## src/rtl/sdram_pkg.sv

```systemverilog
// rtl/sdram_pkg.sv - shared types and defaults for the SDRAM read arbiter
//
// Purpose: FSM state enum, client id type, parameter defaults and the
//          round-robin pick helper shared by the arbiter and its refresh timer.
// Ports:   none (package).
package sdram_pkg;

  localparam int unsigned BURST_LEN_DEF      = 2;
  localparam int unsigned TRFC_DEF           = 10;
  localparam int unsigned REFRESH_PERIOD_DEF = 1100;

  typedef enum logic [2:0] {
    ST_IDLE,
    ST_ISSUE,
    ST_WAIT_DATA,
    ST_REFRESH,
    ST_REFRESH_WAIT
  } arb_state_t;

  typedef enum logic {
    CLIENT_0 = 1'b0,
    CLIENT_1 = 1'b1
  } client_id_t;

  // Two requesters: the one not served last wins. A lone requester always wins.
  function automatic client_id_t rr_pick(input logic req0, input logic req1,
                                         input client_id_t last);
    if (req0 && req1) begin
      return client_id_t'(~last);
    end else if (req1) begin
      return CLIENT_1;
    end else begin
      return CLIENT_0;
    end
  endfunction

endpackage

```

## src/rtl/sdram_refresh_timer.sv

```systemverilog
// rtl/sdram_refresh_timer.sv - free-running auto-refresh interval timer
//
// Purpose: counts down REFRESH_PERIOD cycles, then raises a sticky request
//          flag until the arbiter reports the refresh accepted. Flags an
//          overrun when an interval expires while a request is still open.
// Ports:
//   ck143    in   clock, all logic on posedge
//   reset    in   asynchronous active-high reset
//   clear    in   refresh command accepted this cycle
//   pending  out  refresh request outstanding
//   overrun  out  sticky, interval expired while pending (cleared by reset only)
module sdram_refresh_timer
  import sdram_pkg::*;
#(
  parameter int unsigned REFRESH_PERIOD = REFRESH_PERIOD_DEF
) (
  input  logic ck143,
  input  logic reset,
  input  logic clear,
  output logic pending,
  output logic overrun
);

  localparam int unsigned     CNT_W  = $clog2(REFRESH_PERIOD);
  localparam logic [CNT_W-1:0] RELOAD = CNT_W'(REFRESH_PERIOD - 1);

  logic [CNT_W-1:0] cnt;
  logic             expire;

  assign expire = (cnt == '0);

  // The counter never stops for the FSM; expiry beats a simultaneous clear
  // so that a fresh interval is never lost.
  always_ff @(posedge ck143 or posedge reset) begin
    if (reset) begin
      cnt     <= RELOAD;
      pending <= 1'b0;
      overrun <= 1'b0;
    end else begin
      if (expire) begin
        cnt     <= RELOAD;
        pending <= 1'b1;
        if (pending) begin
          overrun <= 1'b1;
        end
      end else begin
        cnt <= cnt - CNT_W'(1);
        if (clear) begin
          pending <= 1'b0;
        end
      end
    end
  end

endmodule

```

## src/rtl/sdram_read_arbiter.sv

```systemverilog
// rtl/sdram_read_arbiter.sv - two-client SDRAM burst-read arbiter with refresh
//
// Purpose: shares one SDRAM read-command engine between the display line
//          fetch (r0) and the asset loader (r1), inserts periodic
//          auto-refresh, issues one command at a time and steers returned
//          beats to the owning client.
// Ports:
//   ck143, reset             clock; asynchronous active-high reset
//   rN_req / rN_addr         client read request (held until gnt) and burst address
//   rN_gnt                   1-cycle pulse on command acceptance
//   rN_valid / rN_data       returned beat for client N (registered)
//   cmd_valid / cmd_refresh  command to engine; refresh=1 auto-refresh, 0 read
//   cmd_addr / cmd_ready     read start address (0 for refresh); engine accept
//   rd_valid / rd_data       beat from engine
//   busy                     FSM not idle
//   refresh_overrun          sticky refresh interval overrun
module sdram_read_arbiter
  import sdram_pkg::*;
#(
  parameter int unsigned ADDR_W         = 24,
  parameter int unsigned DATA_W         = 16,
  parameter int unsigned BURST_LEN      = BURST_LEN_DEF,
  parameter int unsigned REFRESH_PERIOD = REFRESH_PERIOD_DEF,
  parameter int unsigned TRFC           = TRFC_DEF
) (
  input  logic              ck143,
  input  logic              reset,
  input  logic              r0_req,
  input  logic [ADDR_W-1:0] r0_addr,
  output logic              r0_gnt,
  output logic              r0_valid,
  output logic [DATA_W-1:0] r0_data,
  input  logic              r1_req,
  input  logic [ADDR_W-1:0] r1_addr,
  output logic              r1_gnt,
  output logic              r1_valid,
  output logic [DATA_W-1:0] r1_data,
  output logic              cmd_valid,
  output logic              cmd_refresh,
  output logic [ADDR_W-1:0] cmd_addr,
  input  logic              cmd_ready,
  input  logic              rd_valid,
  input  logic [DATA_W-1:0] rd_data,
  output logic              busy,
  output logic              refresh_overrun
);

  localparam int unsigned      BEAT_W    = $clog2(BURST_LEN + 1);
  localparam int unsigned      WAIT_W    = $clog2(TRFC + 1);
  localparam logic [BEAT_W-1:0] LAST_BEAT = BEAT_W'(BURST_LEN - 1);
  localparam logic [WAIT_W-1:0] WAIT_INIT = WAIT_W'(TRFC - 1);

  arb_state_t        state;
  client_id_t        winner;
  client_id_t        rr_last;
  client_id_t        pick;
  logic [ADDR_W-1:0] addr_q;
  logic [BEAT_W-1:0] beat_cnt;
  logic [WAIT_W-1:0] wait_cnt;
  logic              refresh_pending;
  logic              refresh_clear;

  assign pick = rr_pick(r0_req, r1_req, rr_last);

  // Command outputs decode straight from the state register, so they hold
  // steady through any number of cmd_ready stall cycles. Grants must pulse in
  // the accept cycle itself, hence the direct use of cmd_ready.
  assign cmd_valid     = (state == ST_ISSUE) || (state == ST_REFRESH);
  assign cmd_refresh   = (state == ST_REFRESH);
  assign cmd_addr      = (state == ST_ISSUE) ? addr_q : '0;
  assign r0_gnt        = (state == ST_ISSUE) && cmd_ready && (winner == CLIENT_0);
  assign r1_gnt        = (state == ST_ISSUE) && cmd_ready && (winner == CLIENT_1);
  assign busy          = (state != ST_IDLE);
  assign refresh_clear = (state == ST_REFRESH) && cmd_ready;

  sdram_refresh_timer #(
    .REFRESH_PERIOD(REFRESH_PERIOD)
  ) u_refresh_timer (
    .ck143  (ck143),
    .reset  (reset),
    .clear  (refresh_clear),
    .pending(refresh_pending),
    .overrun(refresh_overrun)
  );

  always_ff @(posedge ck143 or posedge reset) begin
    if (reset) begin
      state    <= ST_IDLE;
      winner   <= CLIENT_0;
      rr_last  <= CLIENT_1;  // makes client0 the first tie winner
      addr_q   <= '0;
      beat_cnt <= '0;
      wait_cnt <= '0;
      r0_valid <= 1'b0;
      r1_valid <= 1'b0;
      r0_data  <= '0;
      r1_data  <= '0;
    end else begin
      r0_valid <= 1'b0;
      r1_valid <= 1'b0;
      case (state)
        ST_IDLE: begin
          if (refresh_pending) begin
            state <= ST_REFRESH;
          end else if (r0_req || r1_req) begin
            winner <= pick;
            addr_q <= (pick == CLIENT_1) ? r1_addr : r0_addr;
            state  <= ST_ISSUE;
          end
        end
        ST_ISSUE: begin
          if (cmd_ready) begin
            rr_last  <= winner;
            beat_cnt <= '0;
            state    <= ST_WAIT_DATA;
          end
        end
        ST_WAIT_DATA: begin
          // Beats outside this state are ignored, which also discards stale
          // beats from a burst abandoned by reset.
          if (rd_valid) begin
            if (winner == CLIENT_0) begin
              r0_data  <= rd_data;
              r0_valid <= 1'b1;
            end else begin
              r1_data  <= rd_data;
              r1_valid <= 1'b1;
            end
            if (beat_cnt == LAST_BEAT) begin
              state <= ST_IDLE;
            end else begin
              beat_cnt <= beat_cnt + BEAT_W'(1);
            end
          end
        end
        ST_REFRESH: begin
          if (cmd_ready) begin
            wait_cnt <= WAIT_INIT;
            state    <= ST_REFRESH_WAIT;
          end
        end
        ST_REFRESH_WAIT: begin
          if (wait_cnt == '0) begin
            state <= ST_IDLE;
          end else begin
            wait_cnt <= wait_cnt - WAIT_W'(1);
          end
        end
        default: state <= ST_IDLE;
      endcase
    end
  end

endmodule

```

## config.mk

```make
export PLATFORM = sky130hd
export DESIGN_NAME = sdram_read_arbiter
export DESIGN_NICKNAME = d
export VERILOG_FILES = /design/src/rtl/sdram_pkg.sv /design/src/rtl/sdram_refresh_timer.sv /design/src/rtl/sdram_read_arbiter.sv
export SDC_FILE = /design/constraint.sdc
export NUM_CORES = 1
export LEC_CHECK = 0
export BUFFER_PORTS_ARGS = -buffer_cell sky130_fd_sc_hd__buf_2
export CAP_MARGIN = 15
export CORE_MARGIN = 10
export CORE_UTILIZATION = 45
export DETAILED_ROUTE_END_ITERATION = 8
export GPL_TIMING_DRIVEN = 0
export PLACE_DENSITY_LB_ADDON = 0.3
export SLEW_MARGIN = 20
export SYNTH_ARGS = -nofsm -noshare
export SYNTH_HDL_FRONTEND = slang
export SYNTH_SLANG_ARGS = --single-unit
```

## constraint.sdc

```tcl
create_clock -name ck143 -period 2.1 [get_ports ck143]
set_input_delay 0.105 -clock ck143 [delete_from_list [all_inputs] [get_ports ck143]]
set_output_delay 0.105 -clock ck143 [all_outputs]
set_load 0.005 [all_outputs]
```

* After elaboration in Yosys (flattened, before gate mapping)
Cells that the tools add are included.
Storage, ports and cells: bits of input ports 70, bits in registers 82, word-level logic and storage cells 82, output and inout bits 64
Operators by class: mux-type cells 28, bitwise logic cells 3, reductions and logical operators 22, $add $sub $neg 3, eq/ne operators 13
Operator list (count):
- $mux W24 | 2
- $mux W3 | 7
- $pmux W3 S5 | 1
- $ne A2 B2 Y1 const B | 6
- $reduce_and A3 Y1 | 4
- $logic_not A11 Y1 | 1
- $mux W11 | 1
- $sub A11 B1 Y11 const B | 1
- $mux W1 | 10
- $mux W4 | 2
- $pmux W4 S2 | 1
- $eq A3 B2 Y1 const B | 2
- $mux W2 | 3
- $reduce_and A6 Y1 | 1
- $reduce_bool A2 Y1 | 3
- $logic_and A1 B1 Y1 | 5
- $logic_not A4 Y1 | 1
- $pmux W2 S2 | 1
- $reduce_and A2 Y1 | 2
- $reduce_and A4 Y1 | 1
- $sub A4 B1 Y4 const B | 1
- $eq A3 B1 Y1 const B | 1
- $eq A3 B3 Y1 const B | 1
- $logic_not A3 Y1 | 1
- other kinds (7) | 10

* Longest topological paths before layout
word-level depth 4, depth in mapped cells 6

* Cells and area by module
A second synthesis with hierarchy kept.
Unflattened totals: cells, all modules 332, area, all modules 3853.7 µm²
By module, submodules not included:
- sdram_read_arbiter | instances 1, area each 3199.3 µm², cells each 270, seq. area each 1727.9 µm²
- sdram_refresh_timer | instances 1, area each 654.4 µm², cells each 62, seq. area each 331.6 µm²

* Worst setup path before layout
No wires, ideal clock.
kind register -> register, start point register state[1], end point register wait_cnt[0], slack 0.446 ns, data required time 1.975 ns, data arrival time 1.529 ns, period minus slack after synthesis 1.654 ns, stages on the path, launching flop included 6, path through dfrtp_1 > buf_6 > nor3b_1 > o21ai_0 > nand2_1 > mux2_2
Between the ends: cells in the longest elaborated chain, start to end 3
RTL lines:
- from (decl) | line sdram_read_arbiter.sv:53 | arb_state_t state;
- from (signal assigned) | line sdram_read_arbiter.sv:88 | state <= ST_IDLE;
- from (signal assigned) | line sdram_read_arbiter.sv:104 | state <= ST_REFRESH;
- from (signal assigned) | line sdram_read_arbiter.sv:108 | state <= ST_ISSUE;
- $eq A3 B3 Y1 or $eq A3 B2 Y1 (tied branches) | line sdram_read_arbiter.sv:101 | case (state)
- $ne A2 B2 Y1 (no source line), or another cell as far along
- $reduce_and A3 Y1 (no source line)
- to (signal assigned) | line sdram_read_arbiter.sv:146 | wait_cnt <= wait_cnt - WAIT_W'(1);
- to (decl) | line sdram_read_arbiter.sv:59 | logic [WAIT_W-1:0] wait_cnt;
Several ways; a longest one is shown, not always the timed one. A chain may end at the register's enable or synchronous reset.

* Worst setup path after layout
start point register state[0], end point output cmd_addr[12]
Between the ends: cells in the longest elaborated chain, start to end 2
RTL lines:
- $eq A3 B1 Y1 | line sdram_read_arbiter.sv:70 | assign cmd_addr = (state == ST_ISSUE) ? addr_q : '0;
- $mux W24 | line sdram_read_arbiter.sv:70
- to (decl) | line sdram_read_arbiter.sv:40 | output logic [ADDR_W-1:0] cmd_addr,
No other way between the ends.

==> impl_metrics.env <==
export IMPL_cts_setup_buffers=0
export IMPL_grt_overflow_total=0
export IMPL_clockBufferDepth=2
export IMPL_p_leak_nw=2.53
export IMPL_regToRegEndpoint="r0_data[10]"
export IMPL_die_h_um=112
export IMPL_drive_above_1_share_pct=43.8
export IMPL_synth_edff_count=0
export IMPL_die_area_um2=12500
export IMPL_synth_top_area_share_pct=50.2
export IMPL_cts_sinks=82
export IMPL_clk_pin_slew_ns=0.08
export IMPL_fmax_mhz=500
export IMPL_fin_crit_sh_pct=95.2
export IMPL_cp_slowest_stage_delay_ns=0.44
export IMPL_endpoint="cmd_addr[12]"
export IMPL_dp_hpwl_mm=7.56
export IMPL_hold_viol=0
export IMPL_outcome="completed"
export IMPL_antenna_found_initial=0
export IMPL_yosysUniqueCellTypes=46
export IMPL_initial_core_util_pct=46.1
export IMPL_avgSynthCellArea_um2=11.6
export IMPL_crit_path_start="state[0]"
export IMPL_crit_chain="nor2b_1 > buf_2 > nor2b_1 > clkbuf_4 > clkbuf_4 > and2_1 > buf_2"
export IMPL_grt_pass1_wl_mm=16.1
export IMPL_vias_per_cell=5.04
export IMPL_cp_depth=7
export IMPL_h_tree_depth=3
export IMPL_num_vias=3024
export IMPL_first_iter_violations=90
export IMPL_final_net_count=564
export IMPL_cts_root_buffer="clkbuf_8"
export IMPL_drv_slew=0
export IMPL_grt_pass1_vias=3232
export IMPL_syn_inst=327
export IMPL_die_w_um=112
export IMPL_std_cell_rows=33
export IMPL_numPortBuffers=133
export IMPL_path_class="flop to output pin"
export IMPL_ant_nets=0
export IMPL_maxCapViolCount=0
export IMPL_grt_max_degree=32
export IMPL_ys_ff_latch=82
export IMPL_coreArea_um2=8220
export IMPL_async_flop_share_pct=100
export IMPL_regArea_um2=2060
export IMPL_peakVddDrop_mv=0.707
export IMPL_yosys_top_cells_area="dfrtp_1, mux2_2, mux2i_1"
export IMPL_syn_nets=401
export IMPL_dp_cells=567
export IMPL_layout_common_cells="buf_2, dfrtp_1, nor2_1, mux2_2"
export IMPL_layout_commonest_cell="buf_2"
export IMPL_gp_congestion=0.766
export IMPL_drtPass1Iterations=6
export IMPL_grt_usage_pct=15.6
export IMPL_yosysTopAreaCell="dfrtp_1"
export IMPL_synth_seq_area_share_pct=54.3
export IMPL_skew_ns=0.0122
export IMPL_worst_pin_slew_ns=0.708
export IMPL_ff2ff_path_depth=5
export IMPL_remaining_drc_errors=0
export IMPL_cp_arrival_ns=1.89
export IMPL_ios=134
export IMPL_relSlewSlack_pct=52.7
export IMPL_final_cells=600
export IMPL_cp_required_ns=2.00
export IMPL_finalCriticalPeriod_ns=2.00
export IMPL_r2r_setup_slack_ns=0.20
export IMPL_n_antenna_cell=0
export IMPL_nFillCells=693
export IMPL_slowest_stage="dfrtp_1"
export IMPL_crit_family="buffers and inverters"
export IMPL_power_density_nw_per_um2=1310
export IMPL_cp_end_kind="output pin"
export IMPL_routed_wirelength_mm=9.96
export IMPL_cts_tree="built"
export IMPL_synth_ff_type="dfrtp_1"
export IMPL_multi_input_area_um2=1590
export IMPL_syn_to_final_growth_pct=33.6
export IMPL_yosysWarnings=0
export IMPL_finalPower_mw=6.65
export IMPL_worstSetupStartpointType="flop"
export IMPL_clock_latency_ns=0.36
export IMPL_synth_area_um2=3790
export IMPL_finalSetupViolCount=0
export IMPL_path_buf_inv=4
export IMPL_worst_path_max_fanout=10
export IMPL_cts_buffers_inserted=9
export IMPL_r2r_start="state[2]"
export IMPL_hold_class="input port to flop"
export IMPL_post_drt_wl_per_cell_um=16.6
==> worst min-delay path by stage <==
stage / from / end / slack (ns) / cells after the start
2_1_floorplan: cmd_ready / wait_cnt[2] / 0.19 / 1
3_3_place_gp: rd_data[13] / r1_data[13] / 0.35 / 2
3_5_place_dp: reset / addr_q[18] / 0.26 / 2
4_1_cts: cmd_ready / wait_cnt[2] / 0.02 / 2
5_1_grt: cmd_ready / wait_cnt[2] / 0.06 / 2
6_report: cmd_ready / wait_cnt[2] / 0.04 / 2
==> synth_stat cells (5+ instances only) <==
cell type,count
nand2_1,13
a21oi_1,26
inv_1,11
and2_1,25
nor2_1,37
dfstp_2,6
mux2_2,35
dfrtp_1,76
buf_2,6
mux2i_1,26
xnor2_1,5
==> power by group <==
part / total (mW) / switching, mW / internal [mW]
registers: 2.57 / 0.343 / 2.23
logic: 2.67 / 1.29 / 1.38
clock network: 1.40 / 0.601 / 0.801
==> registers in the layout, summed over array words and instances, names as in the netlist <==
register / flops
r0_data: 16
state: 3
rr_last: 1
addr_q: 24
r1_valid: 1
beat_cnt: 2
u_refresh_timer.cnt: 11
r0_valid: 1
winner: 1
r1_data: 16
u_refresh_timer.pending: 1
wait_cnt: 4
u_refresh_timer.overrun: 1
==> metrics by stage <==
step | instance area (um2) | worst slack (ns) | TNS, ns | util [%] | hold WS [ns]
floorplan | 3790 | 0.446 | 0 | - | 0.192
global placement | 4590 | 0.205 | 0 | 55.9 | 0.349
detailed placement | 4630 | 0.123 | 0 | 56.4 | 0.259
CTS | 5050 | 0.0339 | 0 | 61.5 | 0.0230
global route | 5060 | -0.00552 | -0.0101 | 61.6 | 0.0575
finish | 5060 | 0.100 | 0 | 61.6 | 0.0372
==> timing repair <==
item,4_1_cts,5_1_grt
endpoints found under the hold margin,60,0
hold buffers,17,0
endpoints found under the setup margin,20,22
resized for setup,3,7
==> per-layer routing <==
| layer | global-route usage, % | share of wire [%] | vias to the layer above |
|---|---|---|---|
| met5 | 0 | 0 | - |
| met4 | 6.26 | 1.8 | 0 |
| met3 | 4.03 | 6.5 | 17 |
| met2 | 26.4 | 50 | 100 |
| met1 | 18.3 | 42 | 1464 |
| li1 | - | - | 1443 |
==> layout make-up <==
class	instances	share of cell area, %
clock buffer	9	2.45
sequential	82	40.7
timing repair buffer	152	17.3
multi-input combinational	217	31.3
tap	105	2.59
buffer	17	2.37
clock inverter	7	2.40
inverter	11	0.890
==> logic make-up after synthesis <==
kind of cell	Yosys count	synth area share, %
multiplexers	61	17.3
AO/OA/AOI/OAI	40	6.01
flip-flops	82	54.3
XOR/XNOR	8	1.85
buffers and inverters	28	3.96
adder cells (fa/ha/maj)	4	1.32
AND/OR/NAND/NOR	104	15.3
==> worst register-to-register path, cell delays in order, from the launching register on <==
cell and delay [ns]:
dfrtp_1 0.43, nor2_1 0.22, nand3_1 0.12, nor2_2 0.38, buf_4 0.29, mux2_2 0.35
(Power assumes the default switching activity.)
